## config.mk

```make
export PLATFORM = sky130hd
export DESIGN_NAME = multicycle_control_unit
export DESIGN_NICKNAME = d
export VERILOG_FILES = /design/src/rtl/multicycle_control_unit.sv
export SDC_FILE = /design/constraint.sdc
export NUM_CORES = 1
export LEC_CHECK = 0
export ABC_AREA = 1
export CORE_ASPECT_RATIO = 1.75
export CORE_MARGIN = 3
export CORE_UTILIZATION = 25
export CTS_CLUSTER_DIAMETER = 150
export DETAILED_ROUTE_END_ITERATION = 12
export PLACE_DENSITY_LB_ADDON = 0.12
export SLEW_MARGIN = 20
export SYNTH_ARGS = -nofsm -noshare
export SYNTH_HDL_FRONTEND = slang
export SYNTH_SLANG_ARGS = --single-unit
```

## constraint.sdc

```tcl
create_clock -name clk -period 4.56 [get_ports clk]
set_input_delay 0.684 -clock clk [delete_from_list [all_inputs] [get_ports clk]]
set_output_delay 0.684 -clock clk [all_outputs]
set_load 0.02 [all_outputs]
```

## src/rtl/multicycle_control_unit.sv

```systemverilog
// Moore sequencer for the multi-cycle RV32I core: steps each instruction through
// fetch/decode/execute/memory/writeback and traps on illegal opcodes or memory timeouts.
module multicycle_control_unit #(
  parameter int TIMEOUT_CYCLES = 255,
  parameter int CNT_W          = $clog2(TIMEOUT_CYCLES + 1)
) (
  input  logic       clk,
  input  logic       reset,
  input  logic [6:0] opcode_i,
  input  logic       mem_ready_i,
  input  logic       branch_taken_i,
  output logic       mem_req_o,
  output logic       mem_we_o,
  output logic       adr_src_o,
  output logic       ir_write_o,
  output logic       pc_write_o,
  output logic [1:0] pc_src_o,
  output logic       reg_write_o,
  output logic [1:0] result_src_o,
  output logic       alu_src_b_o,
  output logic [2:0] alu_op_o,
  output logic       instr_done_o,
  output logic       illegal_o,
  output logic       bus_error_o
);

  typedef enum logic [3:0] {
    IDLE, FETCH, DECODE, EXEC_R, EXEC_I, EXEC_U, ALU_WB, MEM_ADR,
    MEM_READ, MEM_WB, MEM_WRITE, BRANCH, JAL, EXEC_JALR, JALR_WB, TRAP
  } state_t;

  localparam logic [6:0] OP_R     = 7'b0110011;
  localparam logic [6:0] OP_I     = 7'b0010011;
  localparam logic [6:0] OP_LOAD  = 7'b0000011;
  localparam logic [6:0] OP_STORE = 7'b0100011;
  localparam logic [6:0] OP_LUI   = 7'b0110111;
  localparam logic [6:0] OP_JAL   = 7'b1101111;
  localparam logic [6:0] OP_JALR  = 7'b1100111;
  localparam logic [6:0] OP_BR    = 7'b1100011;

  localparam logic [CNT_W-1:0] CNT_MAX  = CNT_W'(TIMEOUT_CYCLES);
  localparam logic [CNT_W-1:0] CNT_LAST = CNT_W'(TIMEOUT_CYCLES - 1);

  state_t            state_r, next_state_s;
  logic              is_load_r, is_load_s;
  logic [CNT_W-1:0]  wait_cnt_r;
  logic              pending_s, timeout_s;

  logic       mem_req_r, mem_we_r, adr_src_r, fetch_r, pc_write_r, reg_write_r;
  logic       alu_src_b_r, done_r, wr_done_r, branch_r, illegal_r, bus_error_r;
  logic [1:0] pc_src_r, result_src_r;
  logic [2:0] alu_op_r;

  // Next-state selection, load/store capture and timeout detection
  always_comb begin
    next_state_s = state_r;
    is_load_s    = is_load_r;
    pending_s    = (state_r == FETCH) || (state_r == MEM_READ) || (state_r == MEM_WRITE);
    timeout_s    = pending_s && !mem_ready_i && (wait_cnt_r == CNT_LAST);
    case (state_r)
      IDLE:  next_state_s = FETCH;
      FETCH, MEM_READ, MEM_WRITE: begin
        if (mem_ready_i) begin
          if (state_r == FETCH) begin
            next_state_s = DECODE;
          end else if (state_r == MEM_READ) begin
            next_state_s = MEM_WB;
          end else begin
            next_state_s = FETCH;
          end
        end else if (timeout_s) begin
          next_state_s = TRAP;
        end else begin
          next_state_s = state_r;
        end
      end
      DECODE: begin
        is_load_s = (opcode_i == OP_LOAD);
        case (opcode_i)
          OP_R:     next_state_s = EXEC_R;
          OP_I:     next_state_s = EXEC_I;
          OP_LUI:   next_state_s = EXEC_U;
          OP_LOAD:  next_state_s = MEM_ADR;
          OP_STORE: next_state_s = MEM_ADR;
          OP_JAL:   next_state_s = JAL;
          OP_JALR:  next_state_s = EXEC_JALR;
          OP_BR:    next_state_s = BRANCH;
          default:  next_state_s = TRAP;
        endcase
      end
      EXEC_R, EXEC_I, EXEC_U: next_state_s = ALU_WB;
      MEM_ADR: begin
        if (is_load_r) begin
          next_state_s = MEM_READ;
        end else begin
          next_state_s = MEM_WRITE;
        end
      end
      EXEC_JALR: next_state_s = JALR_WB;
      ALU_WB, MEM_WB, BRANCH, JAL, JALR_WB: next_state_s = FETCH;
      TRAP:      next_state_s = TRAP;
      default:   next_state_s = IDLE;
    endcase
  end

  // State, wait counter, sticky traps and output registers decoded from the next state
  always_ff @(posedge clk or posedge reset) begin
    if (reset) begin
      state_r      <= IDLE;
      is_load_r    <= 1'b0;
      wait_cnt_r   <= {CNT_W{1'b0}};
      illegal_r    <= 1'b0;
      bus_error_r  <= 1'b0;
      mem_req_r    <= 1'b0;
      mem_we_r     <= 1'b0;
      adr_src_r    <= 1'b0;
      fetch_r      <= 1'b0;
      pc_write_r   <= 1'b0;
      pc_src_r     <= 2'b00;
      reg_write_r  <= 1'b0;
      result_src_r <= 2'b00;
      alu_src_b_r  <= 1'b0;
      alu_op_r     <= 3'b000;
      done_r       <= 1'b0;
      wr_done_r    <= 1'b0;
      branch_r     <= 1'b0;
    end else begin
      state_r   <= next_state_s;
      is_load_r <= is_load_s;
      if (pending_s && !mem_ready_i) begin
        if (wait_cnt_r != CNT_MAX) wait_cnt_r <= wait_cnt_r + CNT_W'(1);
      end else begin
        wait_cnt_r <= {CNT_W{1'b0}};
      end
      if ((state_r == DECODE) && (next_state_s == TRAP)) illegal_r <= 1'b1;
      if (timeout_s) bus_error_r <= 1'b1;

      mem_req_r    <= 1'b0;
      mem_we_r     <= 1'b0;
      adr_src_r    <= 1'b0;
      fetch_r      <= 1'b0;
      pc_write_r   <= 1'b0;
      pc_src_r     <= 2'b00;
      reg_write_r  <= 1'b0;
      result_src_r <= 2'b00;
      alu_src_b_r  <= 1'b0;
      alu_op_r     <= 3'b000;
      done_r       <= 1'b0;
      wr_done_r    <= 1'b0;
      branch_r     <= 1'b0;
      case (next_state_s)
        FETCH:     begin mem_req_r <= 1'b1; fetch_r <= 1'b1; end
        EXEC_R:    alu_op_r <= 3'b000;
        EXEC_I:    begin alu_op_r <= 3'b001; alu_src_b_r <= 1'b1; end
        EXEC_U:    begin alu_op_r <= 3'b010; alu_src_b_r <= 1'b1; end
        ALU_WB:    begin reg_write_r <= 1'b1; done_r <= 1'b1; end
        MEM_ADR:   begin alu_op_r <= is_load_s ? 3'b100 : 3'b011; alu_src_b_r <= 1'b1; end
        MEM_READ:  begin mem_req_r <= 1'b1; adr_src_r <= 1'b1; end
        MEM_WB:    begin reg_write_r <= 1'b1; result_src_r <= 2'b01; done_r <= 1'b1; end
        MEM_WRITE: begin mem_req_r <= 1'b1; mem_we_r <= 1'b1; adr_src_r <= 1'b1; wr_done_r <= 1'b1; end
        BRANCH:    begin alu_op_r <= 3'b111; pc_src_r <= 2'b01; branch_r <= 1'b1; done_r <= 1'b1; end
        JAL: begin
          pc_write_r <= 1'b1; pc_src_r <= 2'b01; reg_write_r <= 1'b1;
          result_src_r <= 2'b10; done_r <= 1'b1;
        end
        EXEC_JALR: begin alu_op_r <= 3'b110; alu_src_b_r <= 1'b1; end
        JALR_WB: begin
          pc_write_r <= 1'b1; pc_src_r <= 2'b10; reg_write_r <= 1'b1;
          result_src_r <= 2'b10; done_r <= 1'b1;
        end
        default: mem_req_r <= 1'b0;
      endcase
    end
  end

  // Handshake-qualified terms are the only outputs that see inputs combinationally
  assign ir_write_o   = fetch_r & mem_ready_i;
  assign pc_write_o   = (fetch_r & mem_ready_i) | pc_write_r | (branch_r & branch_taken_i);
  assign instr_done_o = done_r | (wr_done_r & mem_ready_i);
  assign mem_req_o    = mem_req_r;
  assign mem_we_o     = mem_we_r;
  assign adr_src_o    = adr_src_r;
  assign pc_src_o     = pc_src_r;
  assign reg_write_o  = reg_write_r;
  assign result_src_o = result_src_r;
  assign alu_src_b_o  = alu_src_b_r;
  assign alu_op_o     = alu_op_r;
  assign illegal_o    = illegal_r;
  assign bus_error_o  = bus_error_r;

endmodule

```

# == After elaboration in Yosys (flattened, before gate mapping) ==
# Index checks and enable logic that the tools add are counted.
# word_totals
reg_bits,31
in_bits,11
output_inout_bits,17
word_cells,104
# classes
add_sub_neg,1
n_eq_ne,39
n_mux,23
bitwise_logic,6
reduce_logical,18
# ops
cell,count
equality test 4 bit (second input constant),16
one-hot mux 4 bit (7 select lines),2
equality test 4 x 3 -> 1 bit (second input constant),8
equality test 7 x 6 -> 1 bit (second input constant),3
equality test 7 bit (second input constant),3
two-way mux 4 bit,4
two-way mux 8 bit,2
one-hot mux 3 bit (5 select lines),1
two-way mux 1 bit,10
OR reduction 3 bit,3
adder 8 x 1 -> 8 bit (second input constant),1
equality test 4 x 1 -> 1 bit (second input constant),2
equality test 4 x 2 -> 1 bit (second input constant),2
equality test 8 bit (second input constant),1
inequality test 8 bit (second input constant),1
one-hot mux 2 bit (2 select lines),2
OR reduction 2 bit,4
OR reduction 4 bit,2
equality test 7 x 2 -> 1 bit (second input constant),1
equality test 7 x 5 -> 1 bit (second input constant),1
OR reduction 6 bit,1
OR reduction 5 bit,1
logical NOT 4 bit,1
AND 1 bit,3
other kinds (7),12

# == Longest topological paths before layout ==
# depth
ltp_word,11
depth_mapped,15
ltp_nobuf,15

# == Worst setup path before layout ==
# No wires, ideal clock.
# synth_path
path_type,input-to-reg
from,in opcode_i[1]
to,reg alu_op_r[0] (netlist: alu_op_o[0])
setup_ps,126
arrival_ps,1702
required_time_ps,4434
path_slack_ps,2732
cell_stages,13
path_buffers,0
path_cell_list,nand2_1 -> nor2_1 -> nand2_1 -> nand2_1 -> nor2_1 -> nand2_1 -> nand2_1 -> nand2_1 -> nand2_1 -> nand2_2 -> nor2_2 -> nand2_2 -> nand3_1
# synth_between
elab_chain_len,6
elab_cells_between_ends,19
classes_between,eq/ne (13); mux (5); reduce/logical (1)
# synth_lines
element,line,rtl
from (decl),9,"input logic [6:0] opcode_i,"
equality test 7 x 2 -> 1 bit / equality test 7 x 6 -> 1 bit (equally long branches),"78, 79",
OR reduction 2 bit (no source line),--,
one-hot mux 4 bit (7 select lines),79,case (opcode_i)
one-hot mux 4 bit (7 select lines),60,case (state_r)
equality test 4 bit / equality test 4 x 3 -> 1 bit (equally long branches),151,case (next_state_s)
one-hot mux 3 bit (5 select lines) (*),151,
to (signal assigned),153,EXEC_R: alu_op_r <= 3'b000;
to (signal assigned),154,EXEC_I: begin alu_op_r <= 3'b001; alu_src_b_r <= 1'b1; end
to (signal assigned),155,EXEC_U: begin alu_op_r <= 3'b010; alu_src_b_r <= 1'b1; end
to (decl),52,logic [2:0] alu_op_r;
# Mark *: on every way between the ends. The rest lies on a longest branch, timed or not.
# A chain may end at the register's enable or synchronous reset.

# == Final worst setup path ==
# layout_path
from,in mem_ready_i
to,out pc_write_o
# layout_between
elab_chain_len,3
# layout_lines
element,line,rtl
from (decl),10,"input logic mem_ready_i,"
AND 1 bit,178,assign pc_write_o = (fetch_r & mem_ready_i) | pc_write_r | (branch_r & branch_taken_i);
OR 1 bit (2 in a row),178,
to (decl),16,"output logic pc_write_o,"
# No other way between the ends.

==> metrics <==
maximum number of pins on one net before global-route repair 32; DR vias/cell 4.31; worst-path fanout max 6; die area 0.00769 mm²; Initial Util 26.3%; final WL 3860 µm; initial antenna violation count 0; final core utilization 34.1%; number of global-route vias before repair 1,527; clock buffer depth 2; post-synth cell types 27; static leakage 1.13 nW; crit path DAT 2.10 ns; core area 0.00632 mm²; YS warnings 0; wire per inst 11.5 µm; gr usage total 11.3%; share of cells above drive strength 1 12.6%; number of max-cap violations 0; final global-route overflow total 0; Seq/Total Area, Yosys 46.7%; Avg Inst Size Synth 7.62 µm²; minimum clock period 2.78 ns; synthesized flop and latch total 31; Setup Fix Bufs, Post-CTS 0; outcome finished, final reports clean; Hold Buf Count CTS 0; power share of the combinational group 49.9%; HPWL Detailed 3100 µm; CP Class in -> out; setup TNS 0 ns; diodes inserted 0; DIE WIDTH 67.6 µm; worst vdd ir 0.235 mV; first-pass GRT wire length 6600 µm; Synth-to-Final Area Change 29.8%; switching share of power 43.6%; Area after DPL 0.00204 mm²; DRC violations left 0; dpl ws 1.75 ns; via count 1,439; Finished Layout Cells 334; Mapped Area 0.00166 mm²; cell row count 38; IO Port Bufs 27; Synth Instances 218; fin crit share 61.0%; worst hold path depth 2; Clk pwr share 20.3%; CTS resizes 0; Clk Latency, worst-skew pair 0.28 ns; Final Hold Viols 0; clock root cell clkbuf_8; GPL Wtd Cong 0.769; DR pass1 iterations 4; Final setup viols 0; placed insts 326; Worst Skew 0.00551 ns; Worst Reg2Reg Path Length in Cells 10; nets@finish 266; final instance area 0.00216 mm²; Initial DRC Count 61; max-slew violations 0; clock transition at the registers of the reported paths 0.07 ns; WP data required 3.88 ns; RSZ-0062 raised after global routing false; die height 114 µm; # IOs 28; Internal Pwr Total 773 µW; # clock sinks 31; Least-Margin Pin Slew 0.407 ns; P_sw 598 µW; Net Count, Synth 231; CTS HTree Levels 2; startpoint type of the worst setup path primary input; total CTS buffers 5; CTS tree built; Worst Hold Class reg -> reg; Final ANT Viol Nets 0; crit end category primary output; setup ws final 1.78 ns; Reg power frac 29.8%; Worst slew margin 72.9%; PD cells 636 mW/mm²; Fmax 0.359 GHz
[path summary, 6_finish.rpt]
kind                                               from                        end  slack (ns)
worst max-delay path                        mem_ready_i                 pc_write_o        1.78
worst min-delay path            bus_error_o$_DFFE_PP0P_    bus_error_o$_DFFE_PP0P_        0.47
worst max register to register     state_r[3]$_DFF_PP0_      alu_op_o[1]$_DFF_PP0_        2.60
worst min register to register  bus_error_o$_DFFE_PP0P_    bus_error_o$_DFFE_PP0P_        0.47
max in group asynchronous                         reset  wait_cnt_r[5]$_DFFE_PP0P_        3.47
min in group asynchronous                         reset      alu_src_b_o$_DFF_PP0_        0.80
[kinds of logic after synthesis]
group,count (synthesis),share of synthesized area [%]
AO/OA/AOI/OAI,25,9.65
XOR/XNOR,1,0.528
buffers and inverters,38,8.59
adder cells (fa/ha/maj),2,1.51
AND/OR/NAND/NOR,121,33.0
flip-flops,31,46.7
[power by group through the flow]
| stage | Combinational (mW) | Clock (mW) | Sequential (mW) |
|---|---|---|---|
| global placement | 0.699 | 0 | 0.417 |
| CTS | 0.698 | 0.292 | 0.410 |
| finish | 0.684 | 0.278 | 0.408 |
| global route | 0.767 | 0.302 | 0.420 |
| detailed placement | 0.695 | 0 | 0.416 |
| floorplan | 0.443 | 0 | 0.444 |
[synthesized netlist by cell type]
cell type	count	area share [%]
o21ai_2	1	0.53
nand3_2	2	1.2
nand2_1	56	13
nand3_4	1	1.1
a21oi_2	1	0.53
o22ai_1	1	0.38
a31oi_1	2	0.75
or3_1	1	0.38
a21oi_1	8	2.4
nand2_2	6	2.3
nor3_1	3	0.90
nor2_2	1	0.38
nand3b_1	1	0.45
o31ai_1	2	0.90
dfrtp_1	31	47
o211ai_1	1	0.45
a31oi_2	1	0.75
xor2_1	1	0.53
nor2_4	2	1.4
o21bai_2	1	0.68
nor2_1	28	6.3
o21ai_0	6	1.8
nand3_1	20	6.0
ha_1	2	1.5
inv_1	31	7.0
inv_2	7	1.6
a21o_1	1	0.45
[registers in the layout, summed over array words and instances (netlist names)]
| signal | cells |
|---|---|
| pc_src_o | 2 |
| mem_req_o | 1 |
| reg_write_o | 1 |
| result_src_o | 2 |
| pc_write_r | 1 |
| alu_src_b_o | 1 |
| bus_error_o | 1 |
| adr_src_o | 1 |
| state_r | 4 |
| done_r | 1 |
| alu_op_o | 3 |
| wr_done_r | 1 |
| illegal_o | 1 |
| wait_cnt_r | 8 |
| fetch_r | 1 |
| is_load_r | 1 |
| branch_r | 1 |
[worst max-delay path, stage by stage]
cell             delay [ns]
clkdlybuf4s50_1        0.63
nand2_1                0.11
nand2_1                0.08
clkdlybuf4s50_1        0.60
[cell usage in the layout, fill, tap and decap left out, types with 2 or more instances in the layout]
cell / Yosys / final
ha_1: 2 / 2
dfrtp_1: 31 / 31
inv_1: 31 / 31
nand2_1: 56 / 56
nand3_1: 20 / 20
o31ai_1: 2 / 2
a31oi_1: 2 / 2
nor3_1: 3 / 3
o21ai_0: 6 / 6
inv_2: 7 / 7
nand3_2: 2 / 2
clkdlybuf4s50_1: 0 / 27
nand2_2: 6 / 6
nor2_4: 2 / 2
nor2_1: 28 / 28
clkbuf_8: 0 / 6
a21oi_1: 8 / 8
[layout make-up]
cell class / instances / area, µm²
repair buffers: 28 / 278
clock inverters: 2 / 35.0
multi-input cells: 149 / 742
fillers: 688 / 4170
well taps: 80 / 100
inverters: 38 / 143
clock buffers: 6 / 82.6
flip-flops and latches: 31 / 776
[metal layers]
| metal | up-vias | part of all wire, % | GRT usage (%) |
|---|---|---|---|
| li1 | 751 | - | - |
| met1 | 664 | 37 | 11.2 |
| met2 | 19 | 59 | 21.4 |
| met3 | 5 | 3.0 | 2.46 |
| met4 | 0 | 1.5 | 4.47 |
| met5 | - | 0 | 0 |
[per-stage QoR]
step	hold WS, ns	power (mW)
floorplan	0.456	0.887
global route	0.498	1.49
CTS	0.480	1.40
finish	0.470	1.37
detailed placement	0.462	1.11
global placement	0.459	1.12
(Power assumes the default switching activity.)
